File: config.mk
export PLATFORM = sky130hd
export DESIGN_NAME = instr_fetch_stage_flat
export DESIGN_NICKNAME = d
export VERILOG_FILES = /design/src/rtl/instr_fetch_if.sv /design/src/rtl/instr_fetch_stage.sv /design/src/flat_wrapper.sv
export SDC_FILE = /design/constraint.sdc
export NUM_CORES = 1
export LEC_CHECK = 0
export BUFFER_PORTS_ARGS = -buffer_cell sky130_fd_sc_hd__buf_2
export CAP_MARGIN = 20
export CORE_UTILIZATION = 57
export CTS_CLUSTER_DIAMETER = 120
export DETAILED_ROUTE_END_ITERATION = 12
export MAX_ROUTING_LAYER = met4
export PLACE_DENSITY_LB_ADDON = 0.3
export SETUP_SLACK_MARGIN = 0.4
export SLEW_MARGIN = 5
export SYNTH_ARGS = -nofsm -noshare
export SYNTH_HDL_FRONTEND = slang
export SYNTH_SLANG_ARGS = --single-unit
File: constraint.sdc
create_clock -name clk -period 5.95 [get_ports clk]
set_input_delay 0.8925 -clock clk [delete_from_list [all_inputs] [get_ports clk]]
set_output_delay 0.8925 -clock clk [all_outputs]
set_load 0.1 [all_outputs]
File: src/rtl/instr_fetch_if.sv
// Fetch-stage bus bundle: instruction-memory read port, redirect from execute,
// and the valid/ready handoff to decode.
interface instr_fetch_if #(
    parameter int ADDR_W  = 10,
    parameter int INSTR_W = 10
);
    logic               imem_req;
    logic [ADDR_W-1:0]  imem_addr;
    logic [INSTR_W-1:0] imem_rdata;
    logic               redirect_valid;
    logic [ADDR_W-1:0]  redirect_pc;
    logic               id_valid;
    logic               id_ready;
    logic [INSTR_W-1:0] id_instr;
    logic [ADDR_W-1:0]  id_pc;
    logic               halted;

    modport master (
        output imem_req, imem_addr,
        input  imem_rdata,
        input  redirect_valid, redirect_pc,
        output id_valid,
        input  id_ready,
        output id_instr, id_pc, halted
    );

    modport slave (
        input  imem_req, imem_addr,
        output imem_rdata,
        output redirect_valid, redirect_pc,
        input  id_valid,
        output id_ready,
        input  id_instr, id_pc, halted
    );
endinterface

File: src/rtl/instr_fetch_stage.sv
// Fetch stage: owns the PC, reads a synchronous instruction memory and buffers
// returned words with their PCs for decode; halts on opcode 111, restarts on redirect.
module instr_fetch_stage_chk #(
    parameter int CW         = 2,
    parameter int FIFO_DEPTH = 2
) (
    input logic          clk,
    input logic          reset,
    input logic          push,
    input logic [CW-1:0] count
);
    localparam logic [CW-1:0] DEPTH_C = CW'(FIFO_DEPTH);

    a_no_push_into_full: assert property (@(posedge clk) disable iff (reset) push |-> (count < DEPTH_C));
endmodule

module instr_fetch_stage #(
    parameter int                ADDR_W     = 10,
    parameter int                INSTR_W    = 10,
    parameter int                FIFO_DEPTH = 2,
    parameter logic [ADDR_W-1:0] RESET_PC   = '0
) (
    input logic           clk,
    input logic           reset,
    instr_fetch_if.master bus
);
    localparam int             PW      = $clog2(FIFO_DEPTH);
    localparam int             CW      = PW + 1;
    localparam logic [CW-1:0]  DEPTH_C = CW'(FIFO_DEPTH);
    localparam logic [2:0]     OP_HALT = 3'b111;

    typedef enum logic [0:0] {
        ST_RUN  = 1'b0,
        ST_HALT = 1'b1
    } state_t;

    state_t             state_r;
    logic [ADDR_W-1:0]  pc_r;
    logic [ADDR_W-1:0]  req_pc_r;
    logic               inflight_r;
    logic               halted_r;
    logic [CW-1:0]      count_r;
    logic [PW-1:0]      head_r;
    logic [PW-1:0]      tail_r;
    logic [INSTR_W-1:0] fifo_instr_r [FIFO_DEPTH];
    logic [ADDR_W-1:0]  fifo_pc_r    [FIFO_DEPTH];

    logic               valid_s;
    logic [CW-1:0]      occupancy_s;
    logic               req_s;
    logic               push_s;
    logic               pop_s;

    function automatic logic is_halt(input logic [INSTR_W-1:0] word);
        return (word[INSTR_W-1 -: 3] == OP_HALT);
    endfunction

    // Request/push/pop decisions; a request is only made when its reply is sure to fit.
    always_comb begin
        valid_s     = (count_r != {CW{1'b0}});
        occupancy_s = count_r + {{(CW-1){1'b0}}, inflight_r};
        req_s       = !reset && (state_r == ST_RUN) && !bus.redirect_valid && (occupancy_s < DEPTH_C);
        push_s      = inflight_r && (state_r == ST_RUN) && !bus.redirect_valid;
        pop_s       = valid_s && bus.id_ready;
    end

    // PC, in-flight tracking, FIFO storage, run/halt state and the sticky halted flag.
    always_ff @(posedge clk or posedge reset) begin
        if (reset) begin
            state_r    <= ST_RUN;
            pc_r       <= RESET_PC;
            req_pc_r   <= RESET_PC;
            inflight_r <= 1'b0;
            halted_r   <= 1'b0;
            count_r    <= {CW{1'b0}};
            head_r     <= {PW{1'b0}};
            tail_r     <= {PW{1'b0}};
            for (int i = 0; i < FIFO_DEPTH; i++) begin
                fifo_instr_r[i] <= {INSTR_W{1'b0}};
                fifo_pc_r[i]    <= {ADDR_W{1'b0}};
            end
        end else begin
            // A pop in the redirect cycle is a real handoff, so halted is evaluated first.
            if (pop_s && is_halt(fifo_instr_r[head_r])) begin
                halted_r <= 1'b1;
            end
            if (bus.redirect_valid) begin
                state_r    <= ST_RUN;
                pc_r       <= bus.redirect_pc;
                inflight_r <= 1'b0;
                count_r    <= {CW{1'b0}};
                head_r     <= {PW{1'b0}};
                tail_r     <= {PW{1'b0}};
            end else begin
                inflight_r <= req_s;
                if (req_s) begin
                    pc_r     <= pc_r + ADDR_W'(1);
                    req_pc_r <= pc_r;
                end
                if (push_s) begin
                    fifo_instr_r[tail_r] <= bus.imem_rdata;
                    fifo_pc_r[tail_r]    <= req_pc_r;
                    tail_r               <= tail_r + PW'(1);
                    if (is_halt(bus.imem_rdata)) begin
                        state_r <= ST_HALT;
                    end
                end
                if (pop_s) begin
                    head_r <= head_r + PW'(1);
                end
                count_r <= count_r + {{(CW-1){1'b0}}, push_s} - {{(CW-1){1'b0}}, pop_s};
            end
        end
    end

    assign bus.imem_req  = req_s;
    assign bus.imem_addr = pc_r;
    assign bus.id_valid  = valid_s;
    assign bus.id_instr  = fifo_instr_r[head_r];
    assign bus.id_pc     = fifo_pc_r[head_r];
    assign bus.halted    = halted_r;

    instr_fetch_stage_chk #(
        .CW         (CW),
        .FIFO_DEPTH (FIFO_DEPTH)
    ) u_chk (
        .clk   (clk),
        .reset (reset),
        .push  (push_s),
        .count (count_r)
    );
endmodule

File: src/flat_wrapper.sv
// flat-port wrapper written by rule: the top's interface ports become plain ports
module instr_fetch_stage_flat 
#(
    parameter int                ADDR_W     = 10,
    parameter int                INSTR_W    = 10,
    parameter int                FIFO_DEPTH = 2,
    parameter logic [ADDR_W-1:0] RESET_PC   = '0
)
  (clk, reset, bus_imem_req, bus_imem_addr, bus_imem_rdata, bus_redirect_valid, bus_redirect_pc, bus_id_valid, bus_id_ready, bus_id_instr, bus_id_pc, bus_halted);
  instr_fetch_if #(.ADDR_W(ADDR_W), .INSTR_W(INSTR_W)) bus_i ();
  input logic clk;
  input logic reset;
  output wire logic [$bits(bus_i.imem_req)-1:0] bus_imem_req;
  output wire logic [$bits(bus_i.imem_addr)-1:0] bus_imem_addr;
  input wire logic [$bits(bus_i.imem_rdata)-1:0] bus_imem_rdata;
  input wire logic [$bits(bus_i.redirect_valid)-1:0] bus_redirect_valid;
  input wire logic [$bits(bus_i.redirect_pc)-1:0] bus_redirect_pc;
  output wire logic [$bits(bus_i.id_valid)-1:0] bus_id_valid;
  input wire logic [$bits(bus_i.id_ready)-1:0] bus_id_ready;
  output wire logic [$bits(bus_i.id_instr)-1:0] bus_id_instr;
  output wire logic [$bits(bus_i.id_pc)-1:0] bus_id_pc;
  output wire logic [$bits(bus_i.halted)-1:0] bus_halted;
  assign bus_imem_req = bus_i.imem_req;
  assign bus_imem_addr = bus_i.imem_addr;
  assign bus_i.imem_rdata = bus_imem_rdata;
  assign bus_i.redirect_valid = bus_redirect_valid;
  assign bus_i.redirect_pc = bus_redirect_pc;
  assign bus_id_valid = bus_i.id_valid;
  assign bus_i.id_ready = bus_id_ready;
  assign bus_id_instr = bus_i.id_instr;
  assign bus_id_pc = bus_i.id_pc;
  assign bus_halted = bus_i.halted;
  instr_fetch_stage #(.ADDR_W(ADDR_W), .INSTR_W(INSTR_W), .FIFO_DEPTH(FIFO_DEPTH), .RESET_PC(RESET_PC)) u_core (.clk(clk), .reset(reset), .bus(bus_i));
endmodule
## Word-level counts from Yosys, hierarchy flattened

Cells that the tools add are included.

| cells by class | value |
|---|---|
| bitwise operators | 4 |
| muxes and demuxes | 21 |
| $add $sub $neg | 6 |
| eq/ne operators | 2 |
| reduce and logical (&&, ||, !) cells | 18 |
| $lt $le $gt $ge | 4 |

Operators with widths:

| cell | count |
|---|---|
| 10-bit two-way mux | 9 |
| 20-bit bitwise mux | 2 |
| 10-bit by 1-bit adder with 10-bit output, second input constant | 1 |
| 10-bit demux with 1-bit select | 1 |
| 2-bit nonzero test | 5 |
| 1-bit logical AND | 8 |
| 1-bit two-way mux | 8 |
| 3-bit equality test, second input constant | 2 |
| 2-bit AND reduction | 3 |
| 2-bit by 1-bit adder with 2-bit output | 2 |
| 2-bit greater-or-equal comparator, second input constant | 2 |
| 1-bit inverter with 2-bit output | 2 |
| 1-bit adder, second input constant | 2 |
| 1-bit logical NOT | 2 |
| 2-bit by 1-bit < comparator with 1-bit output, second input constant | 1 |
| 2-bit < comparator, second input constant | 1 |
| 2-bit two-way mux | 1 |
| 1-bit inverter | 2 |
| 2-bit by 1-bit subtractor with 2-bit output | 1 |

| storage, ports and cells | value |
|---|---|
| output and inout bits | 33 |
| bits in registers | 67 |
| input port bits | 24 |
| logic and storage cells | 67 |

## Depth between registers and ports, before layout

Gate-level depths: netlist (run 1).

| logic depth | value |
|---|---|
| depth in word-level cells | 6 |
| gate-level depth with buffers | 7 |
| mapped depth without buffers | 7 |

## Worst setup path after synthesis (run 1)

OpenSTA, ideal clock, no wires.

| timing path | value |
|---|---|
| path type | in2out |
| from | input port reset |
| to | output port bus_imem_req |
| data arrival time | 2.232 ns |
| path slack | 2.826 ns |
| stages on the path | 4 |
| required time | 5.058 ns |
| path buffers | 1 |
| path through | a211o_1 -> a211o_1 -> buf_6 -> inv_1 |

| between the ends | value |
|---|---|
| word-level cells in the longest chain between the ends | 4 |

RTL lines:

| item | line | source |
|---|---|---|
| from (decl) | flat_wrapper.sv:12 | `input logic reset;` |
| 1-bit logical NOT | instr_fetch_stage.sv:62 | `req_s = !reset && (state_r == ST_RUN) && !bus.redirect_valid && (occupancy_s < DEPTH_C);` |
| 1-bit logical AND (3 in a row) | instr_fetch_stage.sv:62 |  |
| to (decl) | flat_wrapper.sv:13 | `output wire logic [$bits(bus_i.imem_req)-1:0] bus_imem_req;` |

No other way between the ends.

## Worst setup path after layout (run 1)

Same ends and word-level chain as after synthesis.

==> impl_metrics.yaml, run 1 <==
status:
  outcome: "finished clean"
clocking:
  cts.clk_slew.worst_paths_ns: 0.07
  clock_latency_ns: 0.33
  cts_tree: "done"
  post-cts-setup-buffers: 0
  clock_sinks: 67
  cts-root-buf: "clkbuf_8"
  clk_path_buf_depth: 2
  cts_buffers: 9
  cts_resized: 0
  postCtsHoldBufs: 0
  cts_max_level: 3
grt:
  antenna_found_initial: 0
  grt_usage_pct: 22.2
  grt_max_degree: 43
  grt_overflow: 0
  first_global_vias: 1790
  grt_pass1_wl_um: 8790
floorplanning:
  die_area_um2: 5700
  die_w_um: 75.5
  io_pins: 57
  start_util_pct: 59.9
  die_y_um: 75.5
  core-area_um2: 5140
  core.rowCount: 26
layout:
  seq_area_um2: 1680
  n_antenna_cell: 0
  syn_to_final_growth_pct: 15.9
  nNetsFinal: 314
  multi_input_area_um2: 1320
  nFillCells: 405
  drive_above_1_share_pct: 49.8
routing:
  drc: 0
  route.vias.total: 1954
  wire_per_inst_um: 15.4
  routed_wl_um: 5550
  antenna_left: 0
  vias_per_cell: 5.41
  dr.pass1.iters: 4
  drt_iter0_drc: 83
setup_path:
  setup.worst_path.class: "primary input to output port"
  reg2reg_setup_slack_ns: 3.64
  crit_slowest_cell: "a211o_1"
  cp_cell_sequence: "buf_2, a211o_1, a211o_1, inv_1, buf_2"
  cp.arrival_ns: 2.38
  critical_path_required_ns: 5.06
  cpPeakStageDelay_ns: 0.51
  end_kind: "output port"
  crit_path_start_kind: "primary input"
  cp_max_fo: 12
placed_design:
  port-buffer-count: 56
  globalplace.congestion: 0.821
  dp_hpwl_um: 3770
worst_hold_path:
  hp-class: "register to register"
synthesis:
  synth_area_per_cell_um2: 13.5
  synthCells: 229
  syn-num-nets: 256
  synth_common_cells: "dfrtp_1, mux2_2, nand2_1, o21ai_0, mux2_4"
  synth_top_area_share_pct: 54.4
  yosys_most_used_dff: "dfrtp_1"
  yosysUniqueCellTypes: 34
  synth_edf_count: 0
  yosys_warnings: 0
  syn_area_um2: 3080
  yosys_register_bits: 67
  netlist_top_cells_area: "dfrtp_1, mux2_2, mux2_4"
  async_flop_share_pct: 100
  synth.most_common_cell: "dfrtp_1"
  ys_seq_area_share_pct: 54.4
  yosys.area.top_type: "dfrtp_1"
timing:
  rsz0062_at_grt: "no"
  finalSetupViolations: 0
  drv_slew: 0
  finalCritPeriodShare_pct: 55.0
  timing.fmax_mhz: 305
  hold_viol: 0
  min_period_ns: 3.28
  fin_skew_ns: 0.00808
  timing.setup.tns_ns: 0
  slew_headroom_pct: 29.1
  tightest_slew_ns: 1.06
job:
  cap_violations: 0
==> metrics by stage <==
| step | hold WS [ns] | std cells | area, um^2 | utilization, % | setup slack (ns) |
|---|---|---|---|---|---|
| after floorplan | 0.475 | 229 | 3080 | - | 2.83 |
| final | 0.477 | 361 | 3570 | 69.5 | 2.67 |
| after global placement | 0.447 | 346 | 3400 | 66.1 | 2.70 |
| after detailed placement | 0.464 | 346 | 3400 | 66.1 | 2.68 |
| after CTS | 0.480 | 361 | 3570 | 69.5 | 2.67 |
| after global routing | 0.505 | 361 | 3570 | 69.5 | 2.60 |
==> registers in the layout, indices dropped and copies added (netlist names) <==
name,count
u_core.fifo_instr_r,20
u_core.state_r,1
u_core.req_pc_r,10
u_core.bus.imem_addr,10
u_core.count_r,2
u_core.tail_r,1
u_core.head_r,1
u_core.fifo_pc_r,20
u_core.bus.halted,1
u_core.inflight_r,1
==> logic make-up (layout without fill, tap and decap cells) <==
| family | Yosys count | after routing | share of synthesized area [%] |
|---|---|---|---|
| muxes | 72 | 72 | 27.3 |
| xor gates and xnor gates | 9 | 9 | 2.56 |
| adders and majority gates | 3 | 3 | 1.22 |
| AOI/OAI and AO/OA | 21 | 21 | 4.26 |
| DFF | 67 | 67 | 54.4 |
| buffers and inverters | 16 | 78 | 2.76 |
| and+or+nand+nor | 41 | 41 | 7.47 |
==> layer usage <==
| metal | global-route usage (%) | part of all wire [%] | vias up |
|---|---|---|---|
| met1 | 31.3 | 49 | 967 |
| met4 | 5.56 | 0.49 | 0 |
| li1 | - | - | 936 |
| met5 | - | 0 | - |
| met3 | 6.88 | 3.3 | 4 |
| met2 | 31.6 | 47 | 47 |
==> path summary, 6_finish.rpt <==
check	depth (start not counted)	end	startpoint
setup reg to reg	3	u_core.fifo_pc_r[10]$_DFFE_PP0P_	u_core.state_r$_DFFE_PP0P_
min in group asynchronous	2	u_core.count_r[0]$_DFF_PP0_	reset
hold / removal	1	u_core.bus.halted$_DFFE_PP0P_	u_core.bus.halted$_DFFE_PP0P_
max in group asynchronous	3	u_core.fifo_pc_r[6]$_DFFE_PP0P_	reset
setup / recovery	5	bus_imem_req	reset
hold reg to reg	1	u_core.bus.halted$_DFFE_PP0P_	u_core.bus.halted$_DFFE_PP0P_
==> cells in the final DEF (no fill, tap or decap), drive strengths merged <==
cell type / instances
a211o: 2
nand4b: 1
a21oi: 3
and3: 1
and4bb: 1
or2: 1
or3: 1
xor2: 4
ha: 3
a31oi: 1
a41o: 1
nor2: 5
nor3b: 2
dfrtp: 67
mux2: 72
and2: 3
nand2b: 1
nand2: 10
clkinv: 2
clkbuf: 12
xnor2: 5
o211ai: 2
bufinv: 1
o21ai: 10
nor2b: 6
a41oi: 1
inv: 6
and4: 1
buf: 57
nand3: 5
o2111ai: 1
or4: 3
==> worst max-delay path: cells and delay by family <==
kind                   cells  cell delay, ns
AOI/OAI and AO/OA          2            0.81
buffers and inverters      3            0.67
==> layout make-up <==
cell class	instances	share of cell area, %
clock buffers	12	3.78
clock inverters	3	1.12
inverters	6	0.631
multi-input cells	146	37.0
flip-flops and latches	67	47.0
well taps	70	2.45
repair buffers	57	8.06
Power of run 1 is left out: the tool's default activity adds up to more than one toggle a clock period on the data nets, which glitch-free logic cannot reach.
==> run 2, diff against run 1 <==
--- a/config.mk
+++ b/config.mk
@@ -5,9 +5,10 @@
 export SDC_FILE = /design/constraint.sdc
 export NUM_CORES = 1
 export LEC_CHECK = 0
+export ABC_AREA = 1
 export BUFFER_PORTS_ARGS = -buffer_cell sky130_fd_sc_hd__buf_2
 export CAP_MARGIN = 20
-export CORE_UTILIZATION = 57
+export CORE_UTILIZATION = 50
 export CTS_CLUSTER_DIAMETER = 120
 export DETAILED_ROUTE_END_ITERATION = 12
 export MAX_ROUTING_LAYER = met4
==> constraint.sdc (replaced) <==
create_clock -name clk -period 2.7 [get_ports clk]
set_input_delay 0.405 -clock clk [delete_from_list [all_inputs] [get_ports clk]]
set_output_delay 0.405 -clock clk [all_outputs]
set_load 0.1 [all_outputs]
==> impl_metrics.yaml, run 2 <==
setup_path:
  cp.arrival_ns: 1.65
  end_kind: "output port"
  cp_max_fo: 22
  crit_path_start_kind: "register"
  critical_path_required_ns: 2.30
  setup.worst_path.class: "register to output port"
clocking:
  cts_tree: "done"
  cts_buffers: 9
  postCtsHoldBufs: 0
  cts_resized: 1
  cts.clk_slew.worst_paths_ns: 0.07
  clock_latency_ns: 0.34
  cts-root-buf: "clkbuf_8"
  clk_path_buf_depth: 2
  cts_max_level: 3
  clock_sinks: 67
  post-cts-setup-buffers: 0
timing:
  hold_viol: 0
  fin_skew_ns: 0.00601
  fin_ws_ns: 0.643
  finalSetupViolations: 0
  min_period_ns: 2.06
  finalCritPeriodShare_pct: 76.2
  tightest_slew_ns: 0.827
  rsz0062_at_grt: "no"
  drv_slew: 0
  timing.fmax_mhz: 486
  timing.setup.tns_ns: 0
  slew_headroom_pct: 44.9
floorplanning:
  die_y_um: 82.6
  die_w_um: 82.6
  die_area_um2: 6830
  core.rowCount: 29
  io_pins: 57
  core-area_um2: 6310
  start_util_pct: 51.5
worst_hold_path:
  hp-class: "primary input to register"
routing:
  vias_per_cell: 4.92
  wire_per_inst_um: 12.6
  dr.pass1.iters: 4
  antenna_left: 0
  routed_wl_um: 6460
  route.vias.total: 2526
  drc: 0
  drt_iter0_drc: 132
placed_design:
  dp_hpwl_um: 4260
  post-place-cells: 497
  dp_slack_ns: 0.754
  port-buffer-count: 56
  globalplace.congestion: 0.824
status:
  outcome: "finished clean"
synthesis:
  synth.most_common_cell: "nand2_1"
  synth_area_per_cell_um2: 8.60
  yosys_warnings: 0
  yosysUniqueCellTypes: 25
  netlist_top_cells_area: "dfrtp_1, nand2_1, o21ai_2"
  yosys_most_used_dff: "dfrtp_1"
  async_flop_share_pct: 100
  syn_area_um2: 3250
  yosys_register_bits: 67
  synth_common_cells: "nand2_1, dfrtp_1, inv_1, o21ai_2, nand3_1"
  yosys.area.top_type: "dfrtp_1"
  synth_edf_count: 0
  synthCells: 378
  ys_seq_area_share_pct: 51.6
  syn-num-nets: 405
  synth_top_area_share_pct: 51.6
layout:
  mostFrequentLayoutCells: "nand2_1, dfrtp_1, buf_2, inv_1, o21ai_2"
  drive_above_1_share_pct: 26.8
  n_antenna_cell: 0
  syn_to_final_growth_pct: 16.7
  nNetsFinal: 458
  mostFrequentLayoutCell: "nand2_1"
  fin_util_pct: 60.1
  instances_no_fill: 513
  reg_top3: "u_core.fifo_instr_r (20), u_core.fifo_pc_r (20)"
job:
  cap_violations: 0
grt:
  grt_pass1_wl_um: 11000
  grt_overflow: 0
  antenna_found_initial: 0
  first_global_vias: 2416
  grt_usage_pct: 22.2
  grt_max_degree: 68
run 2: changes by cell type after synthesis, sizes merged, moves of 6 or more:
cell | before | now
nand2 | 10 | 153
mux2 | 72 | 0
o21ai | 10 | 53
inv | 6 | 38
nand3 | 5 | 25
buf | 9 | 16
nor2b | 6 | 0
run 2: area by class of cell:
cell class                      count  area [um^2]
Fill cell                         584         2520
Timing Repair Buffer               59          303
Inverter                           38          153
Clock buffer                       12          165
Clock inverter                      4         95.1
Tap cell                           77         96.3
Sequential cell                    67         1680
Multi-Input combinational cell    256         1300
run 2: through the flow:
stage | hold WS (ns) | instance area (um^2)
after floorplan | 0.455 | 3270
after global placement | 0.458 | 3530
after detailed placement | 0.465 | 3530
after CTS | 0.254 | 3790
after global routing | 0.281 | 3790
final | 0.266 | 3790
run 2: final timing paths:
check | depth (start not counted) | slack (ns) | endpoint | from
max | 4 | 0.64 | bus_id_instr[8] | u_core.head_r$_DFFE_PP0P_
min | 3 | 0.27 | u_core.bus.imem_addr[0]$_DFFE_PP0P_ | bus_redirect_pc[0]
max reg2reg | 9 | 1.13 | u_core.count_r[1]$_DFF_PP0_ | u_core.count_r[1]$_DFF_PP0_
min reg2reg | 1 | 0.48 | u_core.bus.halted$_DFFE_PP0P_ | u_core.bus.halted$_DFFE_PP0P_
max in group asynchronous | 3 | 1.79 | u_core.bus.imem_addr[6]$_DFFE_PP0P_ | reset
min in group asynchronous | 3 | 0.37 | u_core.count_r[1]$_DFF_PP0_ | reset
run 2: routing by layer:
metal,GRT usage (%),wire length [um],share of wire (%),up-vias
met4,7.76,97,1.5,0
met3,4.62,215,3.3,9
met5,-,0,0,-
li1,-,-,-,1299
met1,28.7,3100,48,1168
met2,34.7,3050,47,50
run 2: critical path, stage by stage, from the launching register on:
cell        delay (ns)
dfrtp_1           0.40
clkinvlp_4        0.29
nand2_1           0.10
nand2_1           0.09
buf_2             0.43
run 2: logic make-up after synthesis:
group / after synthesis / synth area share, %
xor+xnor: 4 / 1.08
fa+ha+maj: 3 / 1.15
simple gates: 191 / 24.4
compound gates: 58 / 13.0
flops: 67 / 51.6
buf+inv: 55 / 8.78
Power of run 2 is left out for the same reason.
